$ cat config.mk
export PLATFORM = sky130hd
export DESIGN_NAME = channel_window_reduce_flat
export DESIGN_NICKNAME = d
export VERILOG_FILES = /design/src/rtl/channel_window_reduce_pkg.sv /design/src/rtl/channel_window_reduce_if.sv /design/src/rtl/saturating_counter8.sv /design/src/rtl/channel_window_reduce.sv /design/src/flat_wrapper.sv
export SDC_FILE = /design/constraint.sdc
export NUM_CORES = 1
export LEC_CHECK = 0
export CORE_MARGIN = 1
export CORE_UTILIZATION = 30
export CTS_CLUSTER_DIAMETER = 80
export DETAILED_ROUTE_END_ITERATION = 8
export DONT_BUFFER_PORTS = 1
export PLACE_DENSITY = 0.52
export SYNTH_ARGS = -nofsm -noshare
export SYNTH_HDL_FRONTEND = slang
export SYNTH_SLANG_ARGS = --single-unit
export TNS_END_PERCENT = 100
$ cat constraint.sdc
create_clock -name clk -period 3 [get_ports clk]
set_input_delay 0.6 -clock clk [delete_from_list [all_inputs] [get_ports clk]]
set_output_delay 0.6 -clock clk [all_outputs]
set_load 0.01 [all_outputs]
$ cat src/rtl/channel_window_reduce_pkg.sv
// Shared channel package for the reduce-channel stages.
// Holds the window FSM encoding and the drop counter sizing.
package channel_window_reduce_pkg;

    typedef enum logic {
        ACCUM = 1'b0,
        HOLD  = 1'b1
    } state_t;

    localparam int CNT_W = 8;
    localparam logic [CNT_W-1:0] CNT_MAX = '1;

endpackage

$ cat src/rtl/channel_window_reduce_if.sv
// Word stream in, window result out, plus the drop statistic.
// master = upstream/downstream environment, slave = the reducer.
interface channel_window_reduce_if
    import channel_window_reduce_pkg::*;
#(
    parameter int WIDTH = 16
);
    logic             in_valid;
    logic [WIDTH-1:0] in_data;
    logic             in_ready;
    logic             flush;
    logic             out_valid;
    logic [WIDTH-1:0] out_data;
    logic [7:0]       out_count;
    logic             out_ready;
    logic [CNT_W-1:0] drop_count;

    modport master (
        output in_valid, in_data, flush, out_ready,
        input  in_ready, out_valid, out_data, out_count, drop_count
    );

    modport slave (
        input  in_valid, in_data, flush, out_ready,
        output in_ready, out_valid, out_data, out_count, drop_count
    );
endinterface

$ cat src/rtl/saturating_counter8.sv
// Counts increment requests and sticks at the all-ones value.
// Used to tally words lost while the result register is blocked.
module saturating_counter8
    import channel_window_reduce_pkg::*;
(
    input  logic             clk,
    input  logic             rst,
    input  logic             inc,
    output logic [CNT_W-1:0] count
);

    // Increment until saturated; reset clears.
    always_ff @(posedge clk) begin
        if (rst) begin
            count <= '0;
        end else if (inc && (count != CNT_MAX)) begin
            count <= count + 1'b1;
        end
    end

endmodule

$ cat src/rtl/channel_window_reduce.sv
// Sums fixed-length windows of an unstoppable word stream.
// Partial windows can be closed early with flush.
module channel_window_reduce
    import channel_window_reduce_pkg::*;
#(
    parameter int WIDTH = 16,
    parameter int LEN   = 4
) (
    input  logic                    clk,
    input  logic                    rst,
    channel_window_reduce_if.slave  bus
);

    localparam logic [7:0] LAST = 8'(LEN - 1);

    state_t           state;
    logic [WIDTH-1:0] acc;
    logic [WIDTH-1:0] sum;
    logic [7:0]       count;
    logic             accept;
    logic             drop;

    // The upstream adder cannot stall, so ready only gates acceptance.
    assign bus.in_ready  = (state == ACCUM) || bus.out_ready;
    assign bus.out_valid = (state == HOLD);

    assign accept = bus.in_valid && bus.in_ready;
    assign drop   = bus.in_valid && !bus.in_ready;
    assign sum    = acc + bus.in_data;

    // Window accumulation, result capture and handoff.
    always_ff @(posedge clk) begin
        if (rst) begin
            state         <= ACCUM;
            acc           <= '0;
            count         <= '0;
            bus.out_data  <= '0;
            bus.out_count <= '0;
        end else begin
            unique case (state)
                ACCUM: begin
                    if (accept) begin
                        if ((count == LAST) || bus.flush) begin
                            bus.out_data  <= sum;
                            bus.out_count <= count + 8'd1;
                            acc           <= '0;
                            count         <= '0;
                            state         <= HOLD;
                        end else begin
                            acc   <= sum;
                            count <= count + 8'd1;
                        end
                    end else if (bus.flush && (count != 8'd0)) begin
                        bus.out_data  <= acc;
                        bus.out_count <= count;
                        acc           <= '0;
                        count         <= '0;
                        state         <= HOLD;
                    end
                end
                HOLD: begin
                    if (bus.out_ready) begin
                        if (accept) begin
                            if (LEN == 1) begin
                                bus.out_data  <= bus.in_data;
                                bus.out_count <= 8'd1;
                            end else begin
                                acc   <= bus.in_data;
                                count <= 8'd1;
                                state <= ACCUM;
                            end
                        end else begin
                            state <= ACCUM;
                        end
                    end
                end
            endcase
        end
    end

    saturating_counter8 u_drop (
        .clk   (clk),
        .rst   (rst),
        .inc   (drop),
        .count (bus.drop_count)
    );

endmodule

$ cat src/flat_wrapper.sv
// flat-port wrapper written by rule: the top's interface ports become plain ports
module channel_window_reduce_flat import channel_window_reduce_pkg::*;
#(
    parameter int WIDTH = 16,
    parameter int LEN   = 4
)
  (clk, rst, bus_in_valid, bus_in_data, bus_flush, bus_out_ready, bus_in_ready, bus_out_valid, bus_out_data, bus_out_count, bus_drop_count);
  channel_window_reduce_if #(.WIDTH(WIDTH)) bus_i ();
  input  logic clk;
  input  logic rst;
  input wire logic [$bits(bus_i.in_valid)-1:0] bus_in_valid;
  input wire logic [$bits(bus_i.in_data)-1:0] bus_in_data;
  input wire logic [$bits(bus_i.flush)-1:0] bus_flush;
  input wire logic [$bits(bus_i.out_ready)-1:0] bus_out_ready;
  output wire logic [$bits(bus_i.in_ready)-1:0] bus_in_ready;
  output wire logic [$bits(bus_i.out_valid)-1:0] bus_out_valid;
  output wire logic [$bits(bus_i.out_data)-1:0] bus_out_data;
  output wire logic [$bits(bus_i.out_count)-1:0] bus_out_count;
  output wire logic [$bits(bus_i.drop_count)-1:0] bus_drop_count;
  assign bus_i.in_valid = bus_in_valid;
  assign bus_i.in_data = bus_in_data;
  assign bus_i.flush = bus_flush;
  assign bus_i.out_ready = bus_out_ready;
  assign bus_in_ready = bus_i.in_ready;
  assign bus_out_valid = bus_i.out_valid;
  assign bus_out_data = bus_i.out_data;
  assign bus_out_count = bus_i.out_count;
  assign bus_drop_count = bus_i.drop_count;
  channel_window_reduce #(.WIDTH(WIDTH), .LEN(LEN)) u_core (.clk(clk), .rst(rst), .bus(bus_i));
endmodule
* After elaboration in Yosys (flattened, before gate mapping)
Index checks and enable logic that the tools add are counted.
Word-level totals: register bits 57, bits in latches 0, bits in writable memories 0, bits in read-only memories 0, input port bits 21, output and inout port bits 34, word-level logic and storage cells 50, memories 0
Operators by class: add/subtract/negate cells 3, multiply operators 0, divide/modulo/power cells 0, $lt $le $gt $ge 0, equal/unequal tests 6, shift operators 0, mux-type cells 23, bitwise gates (word level) 1, reductions and logical operators 11
Operator list (count):
- 16-bit two-way mux | 8
- 8-bit two-way mux | 8
- 16-bit one-hot mux with 2 select lines | 1
- 16-bit adder | 1
- 8-bit by 1-bit adder with 8-bit output, second input constant | 2
- 8-bit one-hot mux with 2 select lines | 1
- 8-bit by 2-bit equality test with 1-bit output, second input constant | 1
- 8-bit != test, second input constant | 1
- 8-bit nonzero test | 1
- 2-bit != test, second input constant | 3
- 3-bit AND reduction | 2
- 1-bit logical AND | 4
- 1-bit two-way mux | 4
- 3-bit by 2-bit != test with 1-bit output, second input constant | 1
- 1-bit logical OR | 2
- 1-bit one-hot mux with 2 select lines | 1
- 2-bit nonzero test | 1
- 1-bit logical NOT | 1
- 1-bit inverter | 1

* Depth between registers and ports, before layout
depth in word-level cells 6, gate-level depth with buffers 9

* Hierarchy
From an unflattened synthesis, not the netlist that was laid out.
Unflattened totals: cells, all modules 419, area, all modules 3457.1 µm²
Modules (own cells, without submodules):
- channel_window_reduce | instances 1, cells an instance 373, area an instance 3026.7 µm², seq. area each 980.9 µm²
- saturating_counter8 | instances 1, cells an instance 46, area an instance 430.4 µm², seq. area each 160.2 µm²

* Worst setup path before layout
OpenSTA, ideal clock, no wires.
kind input to register, from input port bus_in_data[0], to register u_core.bus.out_data[14], library setup time 138 ps, arrival 2412 ps, required time 2862 ps, setup slack 450 ps, cell stages on the path 8, buffers on the path 0, cell sequence ha_1 fa_1 a21oi_1 o21ai_0 a211oi_2 nor4b_1 nor4_1 o221ai_1
On the way: longest elaborated chain between the ends 3
Ends and longest elaborated chain:
- start: declaration | line flat_wrapper.sv:12 | input wire logic [$bits(bus_i.in_data)-1:0] bus_in_data;
- 16-bit adder | line channel_window_reduce.sv:29 | assign sum = acc + bus.in_data;
- 16-bit two-way mux | line channel_window_reduce.sv:43 | if ((count == LAST) || bus.flush) begin
- 16-bit two-way mux | line channel_window_reduce.sv:42 | if (accept) begin
- end signal: assignment | line channel_window_reduce.sv:44 | bus.out_data <= sum;
- end signal: assignment | line channel_window_reduce.sv:65 | bus.out_data <= bus.in_data;
- end: declaration | line channel_window_reduce_if.sv:25 | output in_ready, out_valid, out_data, out_count, drop_count
Every way passes these cells. The select of a mux whose other input is x is not followed. A chain may end at the register's enable or synchronous reset.

* Worst setup path after layout
from register u_core.acc[0], to register u_core.bus.out_data[14]
On the way: longest elaborated chain between the ends 3
Ends and longest elaborated chain:
- start: declaration | line channel_window_reduce.sv:17 | logic [WIDTH-1:0] acc;
- start signal: assignment | line channel_window_reduce.sv:50 | acc <= sum;
- start signal: assignment | line channel_window_reduce.sv:68 | acc <= bus.in_data;
- 16-bit adder | line channel_window_reduce.sv:29
- 16-bit two-way mux | line channel_window_reduce.sv:43
- 16-bit two-way mux | line channel_window_reduce.sv:42
Every way passes these cells. The select of a mux whose other input is x is not followed.

==> results.md <==
- Die height: 108 um
- Most common cell after layout, fill and taps aside: dfxtp_1
- Fillers: between 1,000 and 1,500
- Tmin final: 2.48 ns
- Clock Skew: about 0.011 ns
- Final Hold Viols: 0
- Routed WL per cell: approximately 17 um
- DP Wirelength: 6680 um
- Fin crit share: 0.826
- DR iter-0 viols: 285
- Resized Gates After CTS: 0
- Peak VDD IR: 0.227 mV
- Row count: 38
- Dpl ws: ~0.27 ns
- RSZ-0062 raised after global routing: false
- PwrDens: 549 nW/um^2
- Worst Setup Slack, final: 0.522 ns
- CP delay by family, top: compound AO/OA/AOI/OAI gates
- Launch point of the worst reg-to-reg path: u_core.acc[0]
- Ant diodes: 0
- Seq/Total Area, Yosys: 0.339
- Main synth FF type: dfxtp_1
- Setup violators final: 0
- CTS tree: done
- Sink of the worst hold path: u_core.acc[12]
- Total die area: 11,700 um^2
- Vias in the first global route: 2,929
- Number of max-cap violations: 0
- Layout cells sized above 1: 0.0878
- IO Pins: 55
- Number of CTS-inserted buffers: 9
- Worst setup SP type: flip-flop
- Detailed-router iteration count before antenna repair: 6
- Area delta synth->final: 9.36%
- CP max-delay cell: fa_1
- FF-to-FF setup slack: 0.52 ns
- Gr ovfl total: 0
- Synth unique cells: 62
- Fraction of registers with async set/reset: 0
- I/O Buffers: 0
- GPL Wtd Cong: ~0.88
- R2R Path End: u_core.bus.out_data[14]
- Worst hold path type: primary input to flip-flop
- Status: finished clean
- Vias per inst: ~5.5
- Post-CTS Setup Repair Bufs: 0
- H-tree depth: 3
- Initial antenna violation count: 0
- Final net count: 445
- Pins Over Slew Limit: 0
- CORE AREA: approximately 11,000 um^2
- Critical Path End Type: flip-flop
- Starting Density: 0.309
- Clk root buf: clkbuf_8
- Clock Sinks: 57
- Critical path class: flip-flop to flip-flop
- Total GRT Usage: 0.173
- Mapped Cells: 415
- Crit path DAT: 2.68 ns
- Hold path start: rst
- Synthesized Nets: around 460
- Final ANT Viol Nets: 0
- Achievable frequency: 404 MHz
- Most frequent cells in the layout: dfxtp_1 (57), a21oi_1 (45), nand2_1 (42)
- Hold Path Cell Cnt: 1
- Die Wd: 108 um
- Worst-path fanout max: 3
- Worst-path clk slew: 0.07 ns
- Worst-Skew Late Latency: 0.35 ns
- Pleak: 1.36 nW
- Worst Reg2Reg Path Length in Cells: 8
- Cell breakdown of the critical path: ha_1 > fa_1 > a21oi_1 > o21ai_0 > a211oi_2 > nor4b_1 > nor4_1 > o221ai_1
- Worst path required time: 3.20 ns
- Synth Cell Area: 3370 um^2
- Vias after detailed routing: 3,015
- Clk buf depth: 2
- First-pass GRT wire length: 15,600 um
- Slew headroom: 0.456
- Total Wirelength: 9460 um
- Fin Setup TNS: 0 ns
- Buf+Inv Stages, Crit Path: 0
- Hold_buf cts: 0
- Seq cells post-synth: 57
- Warning count from the yosys run: 0
- Pin count of the biggest net entering global routing: 52
- Syn Area/Cell: 8.12 um^2
- Worst stage delay on the critical path: about 0.42 ns
- Drt drc: 0
- Worst-Margin Slew: 0.816 ns
- EDFF count, synth: 0
- WHS: 0.330 ns
[power by group]
group | switching [mW] | internal, mW
Combinational | 0.229 | 0.149
Clock | 0.330 | 0.450
Sequential | 0.0570 | 0.807
[cells by family after synthesis]
family	Yosys count	synth area share
fa+ha+maj	19	0.0728
mux	3	0.00891
flops	57	0.339
compound gates	138	0.275
simple gates	138	0.196
xor+xnor	23	0.0598
buf+inv	37	0.0490
[layout make-up]
type | instances | area (um^2) | area share
Multi-Input combinational cell | 321 | 2060 | 0.560
Sequential cell | 57 | 1140 | 0.310
Tap cell | 140 | 175 | 0.0475
Clock buffer | 12 | 165 | 0.0448
Timing Repair Buffer | 8 | 60.1 | 0.0163
Clock inverter | 4 | 50.0 | 0.0136
Inverter | 8 | 30.0 | 0.00815
[stage by stage]
| step | instance area, um^2 | util | power [mW] | cells |
|---|---|---|---|---|
| 5_1_grt | 3680 | 0.338 | 2.14 | 550 |
| 3_3_place_gp | 3470 | 0.319 | 1.25 | 534 |
| 2_1_floorplan | 3370 | - | 1.18 | 415 |
| 4_1_cts | 3680 | 0.338 | 2.05 | 550 |
| 3_5_place_dp | 3470 | 0.319 | 1.26 | 534 |
| 6_report | 3680 | 0.338 | 2.02 | 550 |
[registers in the layout (all words and copies together) (netlist names)]
register,count
u_core.acc,16
u_core.bus.out_count,8
u_core.bus.out_data,16
u_core.bus.out_valid,1
u_core.count,8
u_core.u_drop.count,8
[metal layers]
layer | GRT usage | routed length [um] | vias up
met5 | 0 | 0 | -
li1 | - | - | 1502
met4 | 0.0626 | 131 | 0
met2 | 0.265 | 4160 | 82
met1 | 0.228 | 4480 | 1422
met3 | 0.0530 | 693 | 9
[worst max path at each step]
stage                   startpoint  cells after the start  slack (ns)                      end
finish               u_core.acc[0]                      8        0.52  u_core.bus.out_data[14]
global route         u_core.acc[0]                      8        0.32  u_core.bus.out_data[14]
CTS                  u_core.acc[0]                      8        0.53  u_core.bus.out_data[14]
detailed placement  bus_in_data[0]                      8        0.27  u_core.bus.out_data[14]
global placement    bus_in_data[0]                      8        0.30  u_core.bus.out_data[14]
floorplan           bus_in_data[0]                      8        0.45  u_core.bus.out_data[14]
[Yosys cell counts (3+ instances only)]
master / n / area, um^2
dfxtp_1: 57 / 1140
a21oi_1: 45 / 225
nand2_1: 42 / 158
nor2_1: 40 / 150
o21ai_0: 23 / 115
clkbuf_1: 21 / 78.8
ha_1: 18 / 225
xor2_1: 14 / 123
and3_1: 11 / 68.8
a22oi_1: 10 / 75.1
nand3_1: 10 / 50.1
xnor2_1: 9 / 78.8
a211oi_1: 8 / 60.1
inv_1: 8 / 30.0
o22ai_1: 8 / 50.1
nor3_1: 7 / 35.0
buf_2: 6 / 30.0
and2_1: 5 / 31.3
or3_1: 5 / 31.3
a311oi_1: 4 / 35.0
a32oi_1: 4 / 35.0
nor3b_1: 4 / 30.0
a21boi_0: 3 / 22.5
a222oi_1: 3 / 30.0
a41oi_1: 3 / 26.3
mux2i_1: 3 / 30.0
Power figures use the tool's default switching activity.
